--- config.mk ---
export PLATFORM = sky130hd
export DESIGN_NAME = wide_split_sched
export DESIGN_NICKNAME = d
export VERILOG_FILES = /design/src/rtl/wide_split_pkg.sv /design/src/rtl/wide_split_sched_rr_arb2.sv /design/src/rtl/wide_split_sched.sv
export SDC_FILE = /design/constraint.sdc
export NUM_CORES = 1
export LEC_CHECK = 0
export CORE_UTILIZATION = 45
export CTS_BUF_LIST = sky130_fd_sc_hd__clkbuf_4 sky130_fd_sc_hd__clkbuf_8 sky130_fd_sc_hd__clkbuf_16
export DETAILED_ROUTE_END_ITERATION = 16
export GPL_ROUTABILITY_DRIVEN = 1
export PLACE_DENSITY = 0.85
export SYNTH_ARGS = -nofsm -noshare
export SYNTH_HDL_FRONTEND = slang
export SYNTH_SLANG_ARGS = --single-unit
export TNS_END_PERCENT = 20
--- constraint.sdc ---
create_clock -name clk -period 4.5 [get_ports clk]
set_clock_uncertainty 0.2 [all_clocks]
set_input_delay 0.45 -clock clk [delete_from_list [all_inputs] [get_ports clk]]
set_output_delay 0.45 -clock clk [all_outputs]
set_load 0.02 [all_outputs]
--- src/rtl/wide_split_pkg.sv ---
// Shared types and widths for the wide-word splitter: beat/word widths and FSM state encoding.
package wide_split_pkg;
  localparam int LW = 45;
  localparam int DW = 90;

  typedef enum logic [1:0] {
    IDLE = 2'd0,
    HI   = 2'd1,
    LO   = 2'd2
  } state_t;

  typedef logic [LW-1:0] beat_t;
endpackage

--- src/rtl/wide_split_sched_rr_arb2.sv ---
// Two-way round-robin arbiter: one-hot grant, the requester that did not win last time has priority.
module rr_arb2 (
  input  logic [1:0] req,
  input  logic       last,
  output logic [1:0] gnt
);
  // last==1 means requester 1 won previously, so requester 0 has priority now
  always_comb begin
    gnt    = 2'b00;
    gnt[0] = req[0] & (~req[1] | last);
    gnt[1] = req[1] & (~req[0] | ~last);
  end
endmodule

--- src/rtl/wide_split_sched.sv ---
// Arbitrates two 90-bit requesters onto one 45-bit line, sending upper half then lower half.
// Optional macro WIDE_SPLIT_PARITY_EN adds the line_par output (even parity of line_data).
module wide_split_sched
  import wide_split_pkg::*;
#(
  parameter int DW = wide_split_pkg::DW,
  parameter int LW = wide_split_pkg::LW
) (
  input  logic          clk,
  input  logic          rst_n,
  input  logic          req0_valid,
  input  logic [DW-1:0] req0_data,
  output logic          req0_ready,
  input  logic          req1_valid,
  input  logic [DW-1:0] req1_data,
  output logic          req1_ready,
  output logic          line_valid,
  input  logic          line_ready,
  output logic [LW-1:0] line_data,
  output logic          line_last,
  output logic          line_src,
  output logic          busy
`ifdef WIDE_SPLIT_PARITY_EN
  ,
  output logic          line_par
`endif
);

  generate
    if (DW != 2 * LW) begin : g_width_check
      $error("wide_split_sched: DW must equal 2*LW");
    end
  endgenerate

  // Handshake: a transfer happens on a cycle where valid and ready are both high;
  // reqN_ready is only offered in IDLE, line beats advance only when line_ready is high.
  state_t        state, state_nx;
  logic [DW-1:0] hold;
  logic          src;
  logic          last_grant;
  logic [1:0]    gnt;
  logic          take;

  rr_arb2 u_arb (
    .req  ({req1_valid, req0_valid}),
    .last (last_grant),
    .gnt  (gnt)
  );

  always_comb begin
    state_nx   = state;
    take       = 1'b0;
    req0_ready = 1'b0;
    req1_ready = 1'b0;
    case (state)
      IDLE: begin
        req0_ready = gnt[0];
        req1_ready = gnt[1];
        if (|gnt) begin
          take     = 1'b1;
          state_nx = HI;
        end
      end
      HI:      if (line_ready) state_nx = LO;
      LO:      if (line_ready) state_nx = IDLE;
      default: state_nx = IDLE;
    endcase
  end

  always_ff @(posedge clk or negedge rst_n) begin
    if (!rst_n) begin
      state      <= IDLE;
      hold       <= '0;
      src        <= 1'b0;
      last_grant <= 1'b1;
    end else begin
      state <= state_nx;
      if (take) begin
        hold       <= gnt[1] ? req1_data : req0_data;
        src        <= gnt[1];
        last_grant <= gnt[1];
      end
    end
  end

  // Line outputs are pure decodes of the registered state, so async reset clears them instantly.
  always_comb begin
    line_valid = 1'b0;
    line_data  = '0;
    line_last  = 1'b0;
    line_src   = 1'b0;
    case (state)
      HI: begin
        line_valid = 1'b1;
        line_data  = hold[DW-1:LW];
        line_src   = src;
      end
      LO: begin
        line_valid = 1'b1;
        line_data  = hold[LW-1:0];
        line_last  = 1'b1;
        line_src   = src;
      end
      default: ;
    endcase
  end

  assign busy = (state != IDLE);

`ifdef WIDE_SPLIT_PARITY_EN
  assign line_par = line_valid & (^line_data);
`endif

endmodule

==> flow_summary.ini <==
[critical_path]
cp_top_family = adder cells
worstRegToRegCells = 6
required_ps = 3850
crit_path_end = line_data[35]
startpoint = state[0]
critPathMaxFanout = 47
cp_slowest_cell = ha_2
regToRegStartpoint = state[0]
cpPeakStageDelay_ps = 880
crit_cells = 5
criticalPathCategory = flip-flop to primary output
r2r_slack_ps = 2100
startpoint_type = flip-flop
path_cells = inv_1 > ha_2 > a22oi_1 > nor2b_1 > clkdlybuf4s50_1
r2r-end = hold[24]
arrival_ps = 2910
crit_buf_inv = 2
end_kind = primary output

[power_and_ir_drop]
p_leak_nw = 3.022
cellPowerDensity_nw_per_um2 = 644.6
comb_power_share_pct = 57.2
peakVddDrop_mv = 0.3205
power.total_mw = 4.858
p_clk_share_pct = 11.3
power_switching_mw = 2.044
power.internal_mw = 2.814
seqPwrFrac_pct = 31.5
swShare_pct = 42.07

[timing]
min_period_ps = 3561
holdWs_ps = 335.2
setup_ws_ps = 938.8
setup_viol = 0
rsz0062_at_grt = no
relSlewSlack_pct = 30.87
fmax_mhz = 280.8
tightest_slew_ps = 1037
tns_ps = 0
hold_violations = 0
slew_viol_final = 0
period_share_pct = 79.14

[floorplanning]
die_area_um2 = 11520
core_um2 = 10840
io_pins = 236
start_util_pct = 46.05
die_w_um = 107.3
row_count = 38
die_h_um = 107.3

[routing]
wirelength_um = 15070
drtAntennaViolNets = 0
via_per_inst = 5.427
dr_total_vias = 5242
drt_first_iter_violations = 426
drc = 0
drt-wirelength-per-cell_um = 15.60
first_pass_iters = 5

[clock_network]
clk_latency_ps = 360
clock-root-buffer = clkbuf_8
htree_levels = 3
cts_tree = done
path_clk_slew_ps = 80
cts_resized = 0
clockBufferDepth = 2
cts_buffers = 9
clock_sinks = 94

[synth]
yosys-top-cells-area = dfrtp_1 (47%), nand2_1 (14%), a31oi_1 (11%)
yosysSeqAreaShare_pct = 47.14
synthCells = 623
synth_area_per_cell_um2 = 8.013
ys_ff_latch = 94
synthDistinctLibCells = 23
yosys.area.top_type_share_pct = 46.62
synth_top_area_cell = dfrtp_1
yosysWarnings = 0
syn_nets = 812
synth_area_um2 = 4992

[global_route]
gr-total-overflow = 0
grt_max_degree = 146
track_usage_pct = 26.46
grt_pass1_vias = 5143
grt_first_pass_wirelength_um = 23800
antenna_found_initial = 0

[placed_design]
placed_cells = 949
place_ws_ps = 1368
place_hpwl_um = 10250
place_congestion = 0.8041
port_buffers = 235

[final_layout]
antenna_cells = 0
stdcell_count = 966
layout-drive-gt1-share_pct = 3.753
nets = 1010
fillers = 852
syn_to_final_growth_pct = 50.95

[status]
outcome = complete, no violations

[run]
max_cap_violations = 0

[hold_path]
holdCritPathClass = flip-flop to flip-flop
placed cells by master, fill, tap and decap left out, drive strengths merged:
master,instances
a31oi,91
inv,5
buf,7
o21a,1
dfrtp,93
a22oi,45
nor2b,45
clkdlybuf4s50,234
clkbuf,16
o22a,1
and2,1
a21boi,1
mux2,1
o22ai,1
nor2,92
nand2,181
dfstp,1
o21ba,1
a21bo,1
ha,4
dlygate4sd3,1
a21oi,3
worst min path at each step:
stage,start,endpoint,cells after the start
CTS,src,src,2
global placement,src,src,2
finish,src,src,2
detailed placement,src,src,2
global route,src,src,2
floorplan,rst_n,hold[0],0
flip-flops by register name (all words and copies together), names as in the netlist:
name        flops
hold           90
last_grant      1
state           2
src             1
final cells by class:
type                    count  area (um2)  share of cell area (%)
repair buffers            242        2417                   32.08
flip-flops and latches     94        2354                   31.23
multi-input cells         469        2376                   31.53
inverters                   5       18.77                  0.2490
well taps                 140       175.2                   2.324
clock buffers              16       195.2                   2.590
worst reg2reg max path, stage by stage (launching register included):
cell	delay [ps]
dfrtp_1	420
inv_1	100
ha_1	290
o21a_4	420
buf_12	460
nor2_1	230
a31oi_1	200
what timing repair did:
| action | 4_1_cts | 5_1_grt |
|---|---|---|
| hold endpoints to repair | 56 | 0 |
| hold buffers | 1 | 0 |
| buffers inserted | 0 | 0 |
stage by stage:
stage	area [um2]	utilization, %
after floorplan	4992	-
after global placement	7331	67.62
after detailed placement	7331	67.62
after CTS	7536	69.52
after global routing	7536	69.52
final	7536	69.52
cell families (layout without fill, tap and decap cells):
| family | count (synthesis) | count (layout) | synth area share, % |
|---|---|---|---|
| buf+inv | 60 | 263 | 5.865 |
| flops | 94 | 94 | 47.14 |
| fa+ha+maj | 4 | 4 | 1.003 |
| simple gates | 319 | 319 | 26.29 |
| compound gates | 145 | 145 | 19.47 |
| mux | 1 | 1 | 0.2255 |
routing by layer:
layer | global-route usage (%) | share of wire [%] | vias up
met3 | 5.690 | 7.4 | 58
met5 | 0 | 0 | -
met4 | 16.05 | 4.9 | 0
met1 | 32.62 | 40 | 2426
li1 | - | - | 2503
met2 | 42.53 | 47 | 255
synthesized netlist by cell type:
| cell | n |
|---|---|
| nand2_1 | 181 |
| dfrtp_1 | 93 |
| nor2_1 | 92 |
| a31oi_1 | 91 |
| a22oi_1 | 45 |
| nor2b_1 | 45 |
| buf_2 | 36 |
| clkbuf_1 | 8 |
| buf_1 | 6 |
| inv_1 | 5 |
| buf_4 | 4 |
| ha_1 | 4 |
| a21oi_1 | 3 |
| a21bo_2 | 1 |
| a21boi_1 | 1 |
| and2_1 | 1 |
| buf_6 | 1 |
| dfstp_2 | 1 |
| mux2_2 | 1 |
| o21a_1 | 1 |
| o21ba_2 | 1 |
| o22a_1 | 1 |
| o22ai_1 | 1 |
power groups by stage:
stage	registers [mW]	logic, mW	clock network, mW
CTS	1.53	2.79	0.569
floorplan	1.47	1.81	0
global route	1.58	3.03	0.605
global placement	1.52	2.71	0
finish	1.53	2.78	0.551
detailed placement	1.54	2.78	0
Note: power is estimated with default switching activity, not from simulation.
